===== src/rtl/uart_pkg.sv =====
`default_nettype none
// ============================================================================
//  Package     : uart_pkg
//  Description : Shared UART constants and elaboration-time helpers. It holds
//                the legality limits for the oversampling ratio and the
//                accumulator width. It also holds the function that derives
//                the default phase increment from clock and baud rate.
//  Revision    : 1.0 - initial release
// ============================================================================
package uart_pkg;

    // Legal oversampling ratios are even and at least this value.
    localparam int c_OS_MIN    = 4;
    // Accumulator width limits that keep the increment arithmetic in 64 bits.
    localparam int c_ACC_W_MIN = 2;
    localparam int c_ACC_W_MAX = 32;

    // True when the oversampling ratio and accumulator width are usable.
    function automatic bit params_legal(input int os, input int acc_w);
        return (os >= c_OS_MIN) && ((os % 2) == 0) &&
               (acc_w >= c_ACC_W_MIN) && (acc_w <= c_ACC_W_MAX);
    endfunction

    // Compute round(baud*os*2^acc_w / clk_freq), clamped to 2^(acc_w-1).
    // The clamp ensures that at most one sample tick occurs every two clocks.
    function automatic longint unsigned calc_inc0(input int clk_freq,
                                                  input int baud,
                                                  input int os,
                                                  input int acc_w);
        longint unsigned l_clk;
        longint unsigned l_num;
        longint unsigned l_quo;
        longint unsigned l_lim;
        l_clk = 64'(clk_freq);
        l_num = (64'(baud) * 64'(os)) << acc_w;
        l_quo = (l_num + (l_clk >> 1)) / l_clk;
        l_lim = 64'd1 << (acc_w - 1);
        return (l_quo > l_lim) ? l_lim : l_quo;
    endfunction

endpackage : uart_pkg
`default_nettype wire


===== src/rtl/brg_phase_acc.sv =====
`default_nettype none
// ============================================================================
//  Module      : brg_phase_acc
//  Description : Phase accumulator for the baud generator. This block holds
//                the accumulator, the active increment and the registered
//                carry. The registered carry is the sample tick. The block
//                also exposes a combinational overflow flag, which the parent
//                uses to advance its sub-bit counter on the same edge.
//  Revision    : 1.0 - initial release
// ============================================================================
module brg_phase_acc #(
    parameter int               ACC_W = 24,
    parameter logic [ACC_W-1:0] INC0  = '0
)(
    input  logic             clk,
    input  logic             reset,
    input  logic             i_en,
    input  logic             i_resync,
    input  logic             i_incr_load,
    input  logic [ACC_W-1:0] i_incr_in,
    output logic             o_ovf,
    output logic             o_carry,
    output logic [ACC_W-1:0] o_inc
);

    localparam logic [ACC_W-1:0] c_INC_MAX = {1'b1, {(ACC_W-1){1'b0}}};

    logic [ACC_W-1:0] r_acc;
    logic [ACC_W-1:0] r_inc;
    logic             r_carry;
    logic [ACC_W:0]   w_sum;
    logic [ACC_W-1:0] w_inc_clamped;

    // Form the ACC_W+1 bit sum and clamp any incoming increment to half scale.
    always_comb begin
        w_sum         = {1'b0, r_acc} + {1'b0, r_inc};
        w_inc_clamped = (i_incr_in > c_INC_MAX) ? c_INC_MAX : i_incr_in;
    end

    // An overflow counts only on an edge that actually accumulates.
    assign o_ovf   = i_en & ~i_resync & w_sum[ACC_W];
    assign o_carry = r_carry;
    assign o_inc   = r_inc;

    // Accumulate, reload the increment, and restart phase on resync.
    always_ff @(posedge clk) begin
        if (reset) begin
            r_acc   <= '0;
            r_inc   <= INC0;
            r_carry <= 1'b0;
        end else begin
            if (i_incr_load) begin
                r_inc <= w_inc_clamped;
            end
            if (i_resync) begin
                r_acc   <= '0;
                r_carry <= 1'b0;
            end else if (i_en) begin
                r_acc   <= w_sum[ACC_W-1:0];
                r_carry <= w_sum[ACC_W];
            end else begin
                r_carry <= 1'b0;
            end
        end
    end

endmodule : brg_phase_acc
`default_nettype wire


===== src/rtl/baud_tick_gen.sv =====
`default_nettype none
// ============================================================================
//  Module      : baud_tick_gen
//  Description : Fractional baud-rate tick generator. A phase accumulator
//                produces sample ticks at OVERSAMPLE x baud. A sub-bit
//                counter decodes the mid-bit and bit-end pulses from those
//                ticks. The increment can be reloaded at run time, and the
//                phase can be restarted for start-bit alignment.
//  Revision    : 1.0 - initial release
// ============================================================================
module baud_tick_gen
    import uart_pkg::*;
#(
    parameter int CLK_FREQ   = 100000000,
    parameter int BAUD_RATE  = 19200,
    parameter int OVERSAMPLE = 16,
    parameter int ACC_W      = 24
)(
    input  logic             clk,
    input  logic             reset,
    input  logic             en,
    input  logic             resync,
    input  logic             incr_load,
    input  logic [ACC_W-1:0] incr_in,
    output logic             tick,
    output logic             mid_tick,
    output logic             bit_tick,
    output logic [ACC_W-1:0] incr_out
);

    localparam bit c_LEGAL = params_legal(OVERSAMPLE, ACC_W);

    generate
        if (c_LEGAL) begin : g_legal
            localparam longint unsigned c_INC0_FULL =
                calc_inc0(CLK_FREQ, BAUD_RATE, OVERSAMPLE, ACC_W);
            localparam logic [ACC_W-1:0] c_INC0 = c_INC0_FULL[ACC_W-1:0];
            localparam int c_SC_W = $clog2(OVERSAMPLE);
            localparam logic [c_SC_W-1:0] c_SC_MID_M1 = c_SC_W'(OVERSAMPLE / 2 - 1);
            localparam logic [c_SC_W-1:0] c_SC_LAST   = c_SC_W'(OVERSAMPLE - 1);

            logic              w_ovf;
            logic              w_carry;
            logic [ACC_W-1:0]  w_inc;
            logic [c_SC_W-1:0] r_sc;
            logic              r_mid;
            logic              r_bit;

            brg_phase_acc #(
                .ACC_W (ACC_W),
                .INC0  (c_INC0)
            ) u_phase_acc (
                .clk         (clk),
                .reset       (reset),
                .i_en        (en),
                .i_resync    (resync),
                .i_incr_load (incr_load),
                .i_incr_in   (incr_in),
                .o_ovf       (w_ovf),
                .o_carry     (w_carry),
                .o_inc       (w_inc)
            );

            // Advance the sub-bit counter on each overflow and decode the
            // mid-bit and bit-end crossings so they line up with the tick.
            always_ff @(posedge clk) begin
                if (reset || resync) begin
                    r_sc  <= '0;
                    r_mid <= 1'b0;
                    r_bit <= 1'b0;
                end else if (w_ovf) begin
                    r_sc  <= (r_sc == c_SC_LAST) ? '0 : r_sc + 1'b1;
                    r_mid <= (r_sc == c_SC_MID_M1);
                    r_bit <= (r_sc == c_SC_LAST);
                end else begin
                    r_mid <= 1'b0;
                    r_bit <= 1'b0;
                end
            end

            assign tick     = w_carry;
            assign mid_tick = r_mid;
            assign bit_tick = r_bit;
            assign incr_out = w_inc;
        end else begin : g_illegal
            // Unusable parameter set: the outputs are held inert.
            assign tick     = 1'b0;
            assign mid_tick = 1'b0;
            assign bit_tick = 1'b0;
            assign incr_out = '0;
        end
    endgenerate

endmodule : baud_tick_gen
`default_nettype wire


===== config.mk =====
export PLATFORM = sky130hd
export DESIGN_NAME = baud_tick_gen
export DESIGN_NICKNAME = d
export VERILOG_FILES = /design/src/rtl/uart_pkg.sv /design/src/rtl/brg_phase_acc.sv /design/src/rtl/baud_tick_gen.sv
export SDC_FILE = /design/constraint.sdc
export NUM_CORES = 1
export LEC_CHECK = 0
export CAP_MARGIN = 20
export CORE_MARGIN = 8
export CORE_UTILIZATION = 53
export DETAILED_ROUTE_END_ITERATION = 8
export HOLD_SLACK_MARGIN = 0.08
export PLACE_DENSITY_LB_ADDON = 0.1
export SETUP_SLACK_MARGIN = 0.3
export SLEW_MARGIN = 20
export SYNTH_ARGS = -nofsm -noshare
export SYNTH_HDL_FRONTEND = slang
export SYNTH_SLANG_ARGS = --single-unit

===== constraint.sdc =====
create_clock -name clk -period 3.65 [get_ports clk]
set_clock_uncertainty 0.2 [all_clocks]
set_input_delay 0.365 -clock clk [delete_from_list [all_inputs] [get_ports clk]]
set_output_delay 0.365 -clock clk [all_outputs]
set_load 0.02 [all_outputs]

==> metrics <==
hold violation count in the final report 0; Worst Hold Depth 2; data required time at the worst endpoint around 3.6 ns; Longest Clk Path Bufs 2; endpoints failing setup 0; area used by multi-input combinational logic around 0.002 mm^2; TritonCTS clock tree yes; YS warnings 0; post-CTS clock slew at the launch and capture registers of the worst setup and hold paths 0.10 ns; Via Count ~2800; maxcap violations 0; cell types with the largest area share after synthesis sky130_fd_sc_hd__dfxtp_1 35%, sky130_fd_sc_hd__ha_1 10%, sky130_fd_sc_hd__mux2i_1 6.4%; Hold-fix buffers, CTS 0; Mapped Area ~0.0031 mm^2; Final Critical Period approximately 3.1 ns; Placed Area 0.00374 mm^2; starting density of the core 53.9%; Iter 0 DRT Violations 99; final period utilization a little over four fifths; Post-synth EDFFs 0; post-layout instance area around 0.0038 mm^2; top_reg_cell synth sky130_fd_sc_hd__dfxtp_1; number of clock sinks 55; library cells used by synthesis 50; maximum number of pins on one net before global-route repair 32; Placeable Area about 0.0058 mm^2; gp weighted congestion ~0.9; maximum frequency from static timing analysis roughly 330 MHz; Seq. cell area 0.00110 mm^2; Net Count, Synth about 410; Resized cells post-CTS 0; wire length per cell after detailed routing 16.4 um; setup fix buffers added after clock tree synthesis 0; share of async-settable or async-resettable flops after synthesis 0%; DRC violations left 0; Worst Hold Slack ~0.28 ns; critical path capture point type flop; number of cells traversed by the worst register-to-register path 10; count of fill cells added during filler insertion around 540; worst slew pin tran 0.821 ns; area share of the largest cell type after synthesis between 30% and 40%; count of TritonRoute iterations in the first routing pass 4; non-filler cells, final 480; final number of max-transition violations 0; Cell Pwr Density between 300 and 400 mW/mm^2; clock latency at the later pin of the worst-skew pair 0.30 ns; post-detail-place hpwl approximately 6 mm; P_leak ~1.7 nW; mean area per synthesized cell about 8.8 um^2; PortBufs 55; part of the Yosys area used for sequential elements 35.1%; maximum level of the CTS H-tree 2; maximum VDD drop 0.000175 V; initial antenna violation count 0; number of buffers created by CTS 5; Post-Route WL around 8 mm; Comb pwr share 19.2%; Worst EP arrival 3.03 ns; RSZ-0062 raised after global routing false; cell-internal power around 0.91 mW; Antenna Cells 0; first-pass GRT wire length ~13 mm; share of cells above drive strength 1 4.94%; count of pins on the block boundary 56; area added between synthesis and finish 22.7%; post-synthesis register bit count between 50 and 60; end-of-flow core utilization about 66%; GRT Resource Usage Total 18.3%; Seq pwr share between 50% and 60%; # placed instances 472; Slew HR between 40% and 50%; net switching power of the design between 0.3 and 0.4 mW; number of nets in the layout about 460; Syn Inst Count 356; drt via density roughly 5.9; outcome finished, final reports clean; Sw Share around 28%; final sum of negative setup slack 0 ns; Clock Tree Root sky130_fd_sc_hd__clkbuf_8; GR Overflow Total 0; startpoint type of the worst setup path flop; width of the die slightly above 90 um; critical path class reg2reg; floorplan row count 28; remaining number of nets flagged by the antenna check after routing 0; DIE HEIGHT 92.9 um; class of the tightest hold or removal check reg2reg; post-synth top area cell sky130_fd_sc_hd__dfxtp_1; Clock power frac 29.8%; vias in the first global route 2801; crit-path max FO 9; floorplan die area 0.00863 mm^2
[per-stage QoR]
stage	power, mW	setup WS (ns)
global placement	0.888	0.681
global route	1.31	0.426
detailed placement	0.892	0.616
CTS	1.26	0.590
floorplan	0.796	0.752
finish	1.25	0.593
[critical path: stages, from the launching register on]
cell,delay (ns)
sky130_fd_sc_hd__dfxtp_1,0.34
sky130_fd_sc_hd__ha_1,0.25
sky130_fd_sc_hd__fa_1,0.43
sky130_fd_sc_hd__a21o_1,0.22
sky130_fd_sc_hd__a221oi_2,0.28
sky130_fd_sc_hd__o21a_2,0.23
sky130_fd_sc_hd__o21ai_2,0.08
sky130_fd_sc_hd__and4_4,0.20
sky130_fd_sc_hd__o31ai_4,0.42
sky130_fd_sc_hd__mux2i_1,0.23
sky130_fd_sc_hd__nor2_1,0.05
[sequential cells by signal (all words and copies together), names as in the netlist]
register,cells
bit_tick,1
g_legal.u_phase_acc.o_carry,1
g_legal.u_phase_acc.o_inc,24
g_legal.r_sc,4
g_legal.u_phase_acc.r_acc,24
mid_tick,1
[placed cells by master, fill, tap and decap left out, types with 2 or more instances in the layout]
| master | synthesis | routed |
|---|---|---|
| sky130_fd_sc_hd__xnor2_1 | 13 | 13 |
| sky130_fd_sc_hd__nand4_1 | 3 | 3 |
| sky130_fd_sc_hd__and3_1 | 5 | 5 |
| sky130_fd_sc_hd__nand2b_1 | 2 | 2 |
| sky130_fd_sc_hd__a221oi_1 | 2 | 2 |
| sky130_fd_sc_hd__ha_1 | 25 | 25 |
| sky130_fd_sc_hd__nand2_1 | 17 | 17 |
| sky130_fd_sc_hd__o21bai_1 | 2 | 2 |
| sky130_fd_sc_hd__mux2i_1 | 20 | 20 |
| sky130_fd_sc_hd__inv_1 | 5 | 5 |
| sky130_fd_sc_hd__nand3_1 | 7 | 7 |
| sky130_fd_sc_hd__o21ai_1 | 2 | 2 |
| sky130_fd_sc_hd__nor2b_1 | 2 | 2 |
| sky130_fd_sc_hd__a31oi_1 | 2 | 2 |
| sky130_fd_sc_hd__nor4_1 | 7 | 7 |
| sky130_fd_sc_hd__a211oi_1 | 6 | 6 |
| sky130_fd_sc_hd__a21o_1 | 15 | 15 |
| sky130_fd_sc_hd__dfxtp_1 | 55 | 55 |
| sky130_fd_sc_hd__clkbuf_8 | 0 | 7 |
| sky130_fd_sc_hd__nor2_1 | 52 | 52 |
| sky130_fd_sc_hd__o21a_1 | 4 | 4 |
| sky130_fd_sc_hd__xor2_1 | 4 | 4 |
| sky130_fd_sc_hd__and4_1 | 2 | 2 |
| sky130_fd_sc_hd__nor3_1 | 5 | 5 |
| sky130_fd_sc_hd__nand4b_1 | 2 | 2 |
| sky130_fd_sc_hd__a221o_1 | 7 | 7 |
| sky130_fd_sc_hd__o21ai_0 | 11 | 11 |
| sky130_fd_sc_hd__a22oi_1 | 15 | 15 |
| sky130_fd_sc_hd__o211ai_1 | 3 | 3 |
| sky130_fd_sc_hd__clkdlybuf4s50_1 | 0 | 55 |
| sky130_fd_sc_hd__a21oi_1 | 24 | 24 |
| sky130_fd_sc_hd__buf_4 | 0 | 4 |
[path summary, 6_finish.rpt]
path | startpoint | to | slack [ns]
min | g_legal.u_phase_acc.r_acc[20] | g_legal.u_phase_acc.r_acc[20] | 0.28
max reg2reg | g_legal.u_phase_acc.o_inc[0] | g_legal.r_sc[1] | 0.59
max | g_legal.u_phase_acc.o_inc[0] | g_legal.r_sc[1] | 0.59
min reg2reg | g_legal.u_phase_acc.r_acc[20] | g_legal.u_phase_acc.r_acc[20] | 0.28
[kinds of logic after synthesis]
family / count (synthesis) / synth area share [%]
AO/OA/AOI/OAI: 104 / 23.6
multiplexers: 20 / 6.38
XOR/XNOR: 17 / 4.75
buffers and inverters: 24 / 2.87
adder cells (fa/ha/maj): 26 / 10.6
AND/OR/NAND/NOR: 110 / 16.6
flip-flops: 55 / 35.1
[power by group through the flow]
| stage | combinational [mW] | clock [mW] | sequential (mW) |
|---|---|---|---|
| 2_1_floorplan | 0.132 | 0 | 0.664 |
| 3_3_place_gp | 0.236 | 0 | 0.652 |
| 3_5_place_dp | 0.239 | 0 | 0.653 |
| 4_1_cts | 0.241 | 0.382 | 0.639 |
| 5_1_grt | 0.264 | 0.404 | 0.642 |
| 6_report | 0.240 | 0.374 | 0.639 |
[synthesized netlist by cell type, types with 11 or more instances]
library cell	count
sky130_fd_sc_hd__dfxtp_1	55
sky130_fd_sc_hd__nor2_1	52
sky130_fd_sc_hd__ha_1	25
sky130_fd_sc_hd__a21oi_1	24
sky130_fd_sc_hd__mux2i_1	20
sky130_fd_sc_hd__nand2_1	17
sky130_fd_sc_hd__clkbuf_1	16
sky130_fd_sc_hd__a21o_1	15
sky130_fd_sc_hd__a22oi_1	15
sky130_fd_sc_hd__xnor2_1	13
sky130_fd_sc_hd__o21ai_0	11
[cell type report]
cell class | count | share of cell area (%)
sequential | 55 | 28.6
inverter | 6 | 0.586
tap | 75 | 2.44
timing repair buffer | 59 | 15.1
clock inverter | 1 | 0.195
multi-input combinational | 277 | 50.6
clock buffer | 7 | 2.50
[per-layer routing]
layer,wire [um],up-vias,GRT usage (%)
met2,3880,56,31.4
met5,0,-,0
met3,299,10,3.40
met4,99,0,4.70
li1,-,1416,-
met1,3620,1351,22.8
No activity file was read; power rests on OpenSTA's default activity.
